$ cat config.mk
export PLATFORM = sky130hd
export DESIGN_NAME = debug_cmd_sequencer
export DESIGN_NICKNAME = d
export VERILOG_FILES = /design/src/rtl/debug_cmd_sequencer.sv
export SDC_FILE = /design/constraint.sdc
export NUM_CORES = 1
export LEC_CHECK = 0
export BUFFER_PORTS_ARGS = -buffer_cell sky130_fd_sc_hd__buf_2
export CORE_ASPECT_RATIO = 1.25
export CORE_MARGIN = 4
export CORE_UTILIZATION = 50
export DETAILED_ROUTE_END_ITERATION = 8
export PLACE_DENSITY = 0.81
export SLEW_MARGIN = 20
export SYNTH_ARGS = -nofsm -noshare
export SYNTH_HDL_FRONTEND = slang
export SYNTH_SLANG_ARGS = --single-unit
$ cat constraint.sdc
create_clock -name clk -period 8.4 [get_ports clk]
set_clock_uncertainty 0.15 [all_clocks]
set_input_delay 0 -clock clk [delete_from_list [all_inputs] [get_ports clk]]
set_output_delay 0 -clock clk [all_outputs]
set_load 0.05 [all_outputs]
$ cat src/rtl/debug_cmd_sequencer.sv
// debug_cmd_sequencer: decodes UART debug commands, sequences load/run/step and returns ACK/NAK or a PC+cycle dump
module debug_cmd_sequencer #(
  parameter int UART_BITS = 8,
  parameter int PC_BITS = 32,
  parameter int CYCLE_BITS = 32
) (
  input  logic clk,
  input  logic rst,
  input  logic i_rx_done,
  input  logic [UART_BITS-1:0] i_rx_data,
  input  logic i_tx_done,
  output logic o_tx_start,
  output logic [UART_BITS-1:0] o_tx_data,
  output logic o_load_start,
  input  logic i_load_done,
  output logic o_cpu_enable,
  input  logic i_halt,
  input  logic [PC_BITS-1:0] i_pc,
  output logic o_busy
);
  localparam int SW = PC_BITS + CYCLE_BITS;
  localparam int NB = SW / UART_BITS;
  localparam int IW = $clog2(NB);
  localparam logic [IW-1:0] LAST = IW'(NB - 1);
  localparam logic [UART_BITS-1:0] CMD_L = 'h4C;
  localparam logic [UART_BITS-1:0] CMD_R = 'h52;
  localparam logic [UART_BITS-1:0] CMD_S = 'h53;
  localparam logic [UART_BITS-1:0] ACK = 'h06;
  localparam logic [UART_BITS-1:0] NAK = 'h15;
  typedef enum logic [2:0] {IDLE, LOAD_START, LOAD_WAIT, RUN, STEP, DUMP, REPLY} state_t;
  state_t state, state_nxt;
  logic [CYCLE_BITS-1:0] cnt, cnt_nxt;
  logic [SW-1:0] sh;
  logic [IW-1:0] idx;
  logic tx_wait, byte_done;
  always_ff @(posedge clk or posedge rst)
    if (rst) state <= IDLE;
    else state <= state_nxt;
  always_comb begin
    state_nxt = state;
    case (state)
      IDLE:       if (i_rx_done) state_nxt = i_rx_data == CMD_L ? LOAD_START :
                                             i_rx_data == CMD_R ? RUN :
                                             i_rx_data == CMD_S ? STEP : REPLY;
      LOAD_START: state_nxt = LOAD_WAIT;
      LOAD_WAIT:  if (i_load_done) state_nxt = REPLY;
      RUN:        if (i_halt) state_nxt = DUMP;
      STEP:       state_nxt = DUMP;
      DUMP:       if (byte_done && idx == LAST) state_nxt = IDLE;
      REPLY:      if (byte_done) state_nxt = IDLE;
      default:    state_nxt = IDLE;
    endcase
  end
  always_comb begin
    o_busy = state != IDLE;
    o_load_start = state == LOAD_START;
    o_cpu_enable = (state == RUN || state == STEP) && !i_halt;
    o_tx_start = (state == DUMP || state == REPLY) && !tx_wait;
    o_tx_data = sh[SW-1 -: UART_BITS];
    byte_done = tx_wait && i_tx_done;
    cnt_nxt = state == LOAD_START ? '0 : cnt + CYCLE_BITS'(o_cpu_enable);
  end
  // the shift register doubles as the tx holding register: dump snapshot or the reply byte sits in its top byte
  always_ff @(posedge clk or posedge rst)
    if (rst) begin
      cnt <= '0;
      sh <= '0;
      idx <= '0;
      tx_wait <= 1'b0;
    end else begin
      cnt <= cnt_nxt;
      tx_wait <= o_tx_start || (tx_wait && !i_tx_done);
      idx <= state == DUMP ? idx + IW'(byte_done) : '0;
      if (state_nxt == DUMP && state != DUMP) sh <= {i_pc, cnt_nxt};
      else if (state_nxt == REPLY && state != REPLY) sh <= {state == IDLE ? NAK : ACK, {(SW-UART_BITS){1'b0}}};
      else if (state == DUMP && byte_done) sh <= sh << UART_BITS;
    end
endmodule

Word-level counts from Yosys, hierarchy flattened
Cells that the tools add are included.

Flip-flop bits (word level): 103. Latch bits: 0. RAM bits: 0. Bits in read-only memories: 0. Input port bits: 46. Output and inout bits: 12. Logic and storage cells: 53. Memories: 0.

Add/subtract/negate cells: 2. $mul: 0. Divide/modulo/power cells: 0. Order comparisons: 0. Equal/unequal tests: 14. Shift-type cells: 0. Multiplexer cells: 15. Bitwise logic cells: 0. Reductions and logical operators: 17.

Operator list (count): $mux 64 (3); $add 32x1->32 (1); $mux 32 (1); $eq 8x7->1 const B (3); $mux 3 (8); $pmux 3 s7 (1); $eq 3x3->1 const B (6); $logic_and 1x1->1 (8); $eq 3x2->1 const B (2); $ne 3x3->1 const B (2); $reduce_bool 3->1 (2); $mux 5 (1); $add 3x1->3 (1); $eq 3x1->1 const B (1); $logic_not 1->1 (3); $logic_not 3->1 (1); $logic_or 1x1->1 (3); $mux 2 (1).

Depth between registers and ports, before layout
Gate-level depths: netlist of run 1.

Word-level depth: 10. Gate-level depth with buffers: 12.

Worst setup path before layout of run 1
No wires, ideal clock.

Kind: flip-flop to flip-flop. From: reg state[1]. To: reg sh[24]. Arrival time: 3337 ps. Required time: 8171 ps. Path slack: 4833 ps. Stages on the path, launching flop included: 13. Path buffers: 1. Period minus slack after synthesis: 3567 ps. Cells stage by stage: dfrtp_1 -> buf_6 -> nor2_1 -> nand2_1 -> a21oi_1 -> ha_1 -> ha_1 -> nand2_1 -> nor4_4 -> and3_1 -> xnor2_1 -> or3_1 -> a2bb2oi_1.

Cells in the longest elaborated chain, start to end: 6. Elaborated cells on any way between the ends: 27.

RTL lines: start, declared (line 31) `state_t state, state_nxt;`; start signal, assigned (line 38) `else state <= state_nxt;`; $eq 3x2->1 / $eq 3x3->1 (equally long branches) (line 57) `o_cpu_enable = (state == RUN || state == STEP) && !i_halt;`; $logic_or 1x1->1 (*) (line 57); $logic_and 1x1->1 (*) (line 57); named net o_cpu_enable (line 16) `output logic o_cpu_enable,`; $add 32x1->32 (*) (line 61) `cnt_nxt = state == LOAD_START ? '0 : cnt + CYCLE_BITS'(o_cpu_enable);`; $mux 32 (*) (line 61); $mux 64 (*) (line 74) `if (state_nxt == DUMP && state != DUMP) sh <= {i_pc, cnt_nxt};`; end signal, assigned (line 74); end signal, assigned (line 75) `else if (state_nxt == REPLY && state != REPLY) sh <= {state == IDLE ? NAK : ACK, {(SW-UART_BITS){1'b0}}};`; end signal, assigned (line 76) `else if (state == DUMP && byte_done) sh <= sh << UART_BITS;`; end, declared (line 33) `logic [SW-1:0] sh;`.

The timed path passes the listed nets; every way through them passes the cells marked *. A chain may end at the register's enable or synchronous reset.

Worst setup path after layout of run 1
From: reg state[0]. To: reg sh[38].

Cells in the longest elaborated chain, start to end: 6. Elaborated cells on any way between the ends: 23.

RTL lines: $eq 3x3->1 (tied with other cells) (line 41) `case (state)`; $pmux 3 s7 (line 41); $eq 3x3->1 (line 75); $logic_and 1x1->1 (line 75); $mux 64 (line 75); $mux 64 (line 74).

Several ways; a longest one is shown, not always the timed one.

==> out/results.tsv, run 1 <==
metric	value	unit
rsz0062_at_grt	no	
min_path_type	input port to register	
syn_inst	500	
slowest_delay	0.74	ns
max_cap_viol_count	0	
synth_common_cells	dfrtp_1, nand2_1, o211ai_1	
critical_path_peak_fanout	47	
r2r-start	state[0]	
grt_pass1_vias	4338	
slowest_stage	nand3_2	
end_kind	register	
hold_end	cnt[0]	
fp.dieW	100	µm
grt_max_degree	88	
viasPerCell	6.07	
r2r-end	sh[38]	
gp_congestion	0.807	
m1WireLength	5320	µm
cts_tree	done	
cts_resized	0	
r2r_cells	7	
cts_buffers	9	
hold_viol_final	0	
crit_type	register to register	
antenna_left	0	
cp_cell_sequence	mux2i_1 -> nor3b_1 -> a211o_1 -> o21bai_4 -> buf_16 -> nand3_2 -> a2bb2oi_1	
clk_transition_reported_paths	0.07	ns
post-route-drc-count	0	
synth_top_cell_by_area	dfrtp_1	
ys_seq_area_share	48.7	%
ir_drop	241	µV
initial_core_util	51.8	%
start_kind	register	
worst_slew_pin_slew	0.942	ns
pin_count	58	
dp_hpwl	7910	µm
synth_ff_type	dfrtp_1	
drt_iter0_drc	425	
grt_pass1_wl	21300	µm
yosysTopAreaCellShare	48.7	%
syn_area	5290	µm²
diodes	0	
slew_violations	0	
slew_headroom	37.2	%
synth_warnings	0	
core_area	10200	µm²
cellLeakagePower	2.80	nW
post_cts_buffers	0	
ctsRootBufferMaster	clkbuf_16	
die_y	123	µm
min_period	3.53	ns
insertion_delay	0.35	ns
grt-ovfl-total	0	
area_growth	18.1	%
wl_per_cell	18.4	µm
placement_rows	41	
worstPathArrival	3.60	ns
async_reset_ff_share	100	%
tns	0	ns
yosysMostFrequentCell	dfrtp_1	
wl_met3	741	µm
synth.distinct_cells	60	
r2r_setup_slack	4.87	ns
postCtsHoldBufs	40	
clock_path_buffers	2	
grt_use_total	21.8	%
ctsHtreeMaxLevel	3	
synth-seq-cells	103	
placement.io_buffers	57	
fp.dieArea	12300	µm²
wl_met2	6450	µm
nets	617	
hold_depth	4	
syn_nets	550	
first_pass_iters	5	
clock-sinks	103	
fin_crit_sh	42.0	%
fmax	284	MHz
setup_viol	0	
status	finished, final reports clean	
vias	4256	
routed.top_layer	met4	
power.density	400	nW/µm²
required	8.48	ns
antenna_found_initial	0	
synth_edf_count	0	
synth.area.top_cells	dfrtp_1, a2bb2oi_1, o211ai_1	
routed_wl	12900	µm
drive_gt1_share	17.1	%
final_core_util	61.1	%
avgSynthCellArea	10.6	µm²
min_from	i_halt	
==> report_power, final <==
part	total [mW]	switching, mW	internal (mW)
Combinational	1.28	0.728	0.554
Clock	0.413	0.182	0.231
Sequential	0.801	0.128	0.673
==> through the flow <==
stage | power (mW) | area, µm² | hold WS [ns] | setup WS (ns) | instances
6_report | 2.50 | 6240 | 0.141 | 4.87 | 701
5_1_grt | 2.65 | 6240 | 0.182 | 4.60 | 701
4_1_cts | 2.47 | 6210 | 0.126 | 4.39 | 700
3_5_place_dp | 2.03 | 5520 | -0.207 | 4.41 | 644
3_3_place_gp | 1.97 | 5520 | -0.215 | 4.51 | 644
2_1_floorplan | 1.84 | 5290 | -0.0202 | 4.83 | 500
==> worst max-delay path: cells and delay by family, from the launching register on <==
kind | cells | cell delay [ns]
mux | 1 | 0.25
buf+inv | 1 | 0.25
flops | 1 | 0.64
simple gates | 2 | 0.81
compound gates | 3 | 1.28
==> state kept, by name, summed over array words and instances (netlist names) <==
| signal | cells |
|---|---|
| sh | 64 |
| idx | 3 |
| tx_wait | 1 |
| cnt | 32 |
| state | 3 |
==> worst max-delay path by stage <==
stage	cells after the start	endpoint	startpoint
final	7	sh[38]	state[0]
after detailed placement	6	sh[25]	state[0]
after global routing	7	sh[21]	state[0]
after CTS	6	sh[16]	state[0]
after global placement	6	sh[25]	state[0]
after floorplan	12	sh[24]	state[1]
==> layout make-up <==
class,instances,area (µm²)
Timing Repair Buffer,103,754
Fill cell,766,3970
Multi-Input combinational cell,344,2430
Clock buffer,11,233
Inverter,6,25.0
Clock inverter,5,58.8
Sequential cell,103,2580
Tap cell,129,161
==> routing by layer <==
layer,GRT usage (%),up-vias
met1,27.6,2116
li1,-,1960
met3,4.06,31
met2,36.6,149
met5,0,-
met4,9.69,0
==> logic make-up (layout without fill, tap and decap cells) <==
kind of cell / count (synthesis) / after routing / share of synthesized area (%)
mux: 8 / 8 / 1.56
flops: 103 / 103 / 48.7
compound gates: 129 / 129 / 20.0
simple gates: 172 / 172 / 17.8
xor+xnor: 31 / 31 / 5.13
buf+inv: 53 / 125 / 5.77
fa+ha+maj: 4 / 4 / 0.947
==> cells in the final DEF (no fill, tap or decap), drive strengths merged, types with 12 or more instances in the layout <==
cell           n
xor2          20
a2bb2oi       47
and3          12
dlygate4sd3   40
dfrtp        103
buf           63
nand2         48
nand3         20
nor2          38
or3           17
o211ai        49
No activity file was read; power rests on OpenSTA's default activity.
==> run 2: changes to the inputs <==
--- a/config.mk
+++ b/config.mk
@@ -10,7 +10,7 @@
 export CORE_MARGIN = 4
 export CORE_UTILIZATION = 50
 export DETAILED_ROUTE_END_ITERATION = 8
-export PLACE_DENSITY = 0.81
+export PLACE_DENSITY = 0.83
 export SLEW_MARGIN = 20
 export SYNTH_ARGS = -nofsm -noshare
 export SYNTH_HDL_FRONTEND = slang
==> constraint.sdc (replaced) <==
create_clock -name clk -period 3.1 [get_ports clk]
set_clock_uncertainty 0.15 [all_clocks]
set_input_delay 0 -clock clk [delete_from_list [all_inputs] [get_ports clk]]
set_output_delay 0 -clock clk [all_outputs]
set_load 0.05 [all_outputs]
==> run 2 against run 1 <==
Wire length fell by 0.68%. Global-route usage down 0.30 points. Cell count is 1.0% higher. Count of clock-buffer cells in the layout is 2 lower. Maximum frequency rose by 17%. Clock power grew to 2.9 times the previous value. Critical path type unchanged. Largest power group unchanged.
==> out/results.tsv, run 2 (synthesized netlist as in run 1, its figures left out) <==
metric	value	unit
grt_max_degree	87	
ir_drop	729	µV
die_y	123	µm
max_cap_viol_count	0	
diodes	0	
area_growth	19.5	%
slew_violations	0	
n_fill_cell	757	
slew_headroom	49.7	%
wl_met2	6460	µm
pre_cts_ws	0.0701	ns
dp_hpwl	7980	µm
hold_viol_final	0	
grt_use_total	21.5	%
wl_per_cell	18.1	µm
min_period	3.00	ns
worstPathArrival	3.07	ns
setup_viol	0	
placement.io_buffers	57	
final_core_util	61.9	%
cts_buffers	9	
post-route-drc-count	0	
insertion_delay	0.34	ns
ctsHtreeMaxLevel	3	
holdWs	0.0377	ns
routed.top_layer	met4	
start_kind	register	
fp.dieArea	12300	µm²
core_area	10200	µm²
cts_tree	done	
critical_path_peak_fanout	7	
clock_path_buffers	2	
grt-ovfl-total	0	
nets	624	
m1WireLength	5180	µm
ctsRootBufferMaster	clkbuf_16	
largestRegisters	sh (64), cnt (32)	
grt_pass1_vias	4273	
final_cell_mix	dfrtp_1, buf_2, nand2_1, o211ai_1, a2bb2oi_1	
status	finished, final reports clean	
first_pass_iters	5	
worst_slew_pin_slew	0.755	ns
fp.dieW	100	µm
final_common_cell	dfrtp_1	
fmax	333	MHz
rsz0062_at_grt	no	
fin_ws	0.0968	ns
tns	0	ns
largest_register_ffs	64	
vias	4304	
crit_type	register to register	
min_path_type	input port to register	
clock-sinks	103	
power.density	1100	nW/µm²
fin_crit_sh	96.9	%
antenna_found_initial	0	
wl_met3	804	µm
gp_congestion	0.866	
viasPerCell	6.08	
cellLeakagePower	2.85	nW
end_kind	register	
clk_transition_reported_paths	0.07	ns
grt_pass1_wl	21200	µm
routed_wl	12800	µm
top_register	sh	
antenna_left	0	
required	3.16	ns
drive_gt1_share	19.3	%
drt_iter0_drc	412	
pin_count	58	
initial_core_util	51.8	%
placement_rows	41	
power	6.95	mW
==> run 2: worst paths after layout <==
check | cells past startpoint | slack [ns] | start | to
max | 9 | 0.1 | state[2] | sh[29]
min | 3 | 0.04 | i_halt | state[1]
max reg2reg | 9 | 0.1 | state[2] | sh[29]
min reg2reg | 1 | 0.35 | sh[60] | sh[60]
max in group asynchronous | 4 | 1.83 | rst | sh[26]
min in group asynchronous | 3 | 0.19 | rst | sh[58]
==> run 2: cell type report <==
| cell class | count | area [µm²] | share of cell area (%) |
|---|---|---|---|
| sequential | 103 | 2580 | 40.8 |
| inverter | 6 | 27.5 | 0.436 |
| tap | 129 | 161 | 2.55 |
| multi-input combinational | 344 | 2450 | 38.8 |
| clock inverter | 7 | 87.6 | 1.39 |
| clock buffer | 9 | 225 | 3.56 |
| timing repair buffer | 110 | 791 | 12.5 |
==> run 2: critical path, stage by stage, from the launching register on <==
cell and delay (ns):
dfrtp_1 0.46, nand3b_1 0.28, a21oi_4 0.19, ha_1 0.23, nand3_1 0.23, nor4_4 0.49, and4_4 0.34, nand3_1 0.10
xor2_1 0.30, o31ai_1 0.10
==> run 2: metal layers <==
| metal | vias to the layer above | track usage, % |
|---|---|---|
| li1 | 1979 | - |
| met1 | 2113 | 27.3 |
| met2 | 175 | 36.1 |
| met3 | 37 | 4.06 |
| met4 | 0 | 9.27 |
| met5 | - | 0 |
==> run 2: timing repair <==
| action | 4_1_cts | 5_1_grt |
|---|---|---|
| endpoints found under the hold margin | 120 | 0 |
| hold buffers | 38 | 0 |
| setup endpoints to repair | 0 | 15 |
| resized for setup | 0 | 2 |
| buffers inserted | 0 | 1 |
==> run 2: through the flow <==
step,area (µm²),std cells
detailed placement,5610,653
finish,6320,708
floorplan,5300,500
CTS,6300,707
global placement,5610,653
global route,6320,708
==> run 2: report_power, final <==
group          total [mW]  switching (mW)  internal (mW)
Clock                1.19           0.491          0.702
Sequential           2.12           0.292           1.82
Combinational        3.64            2.10           1.55
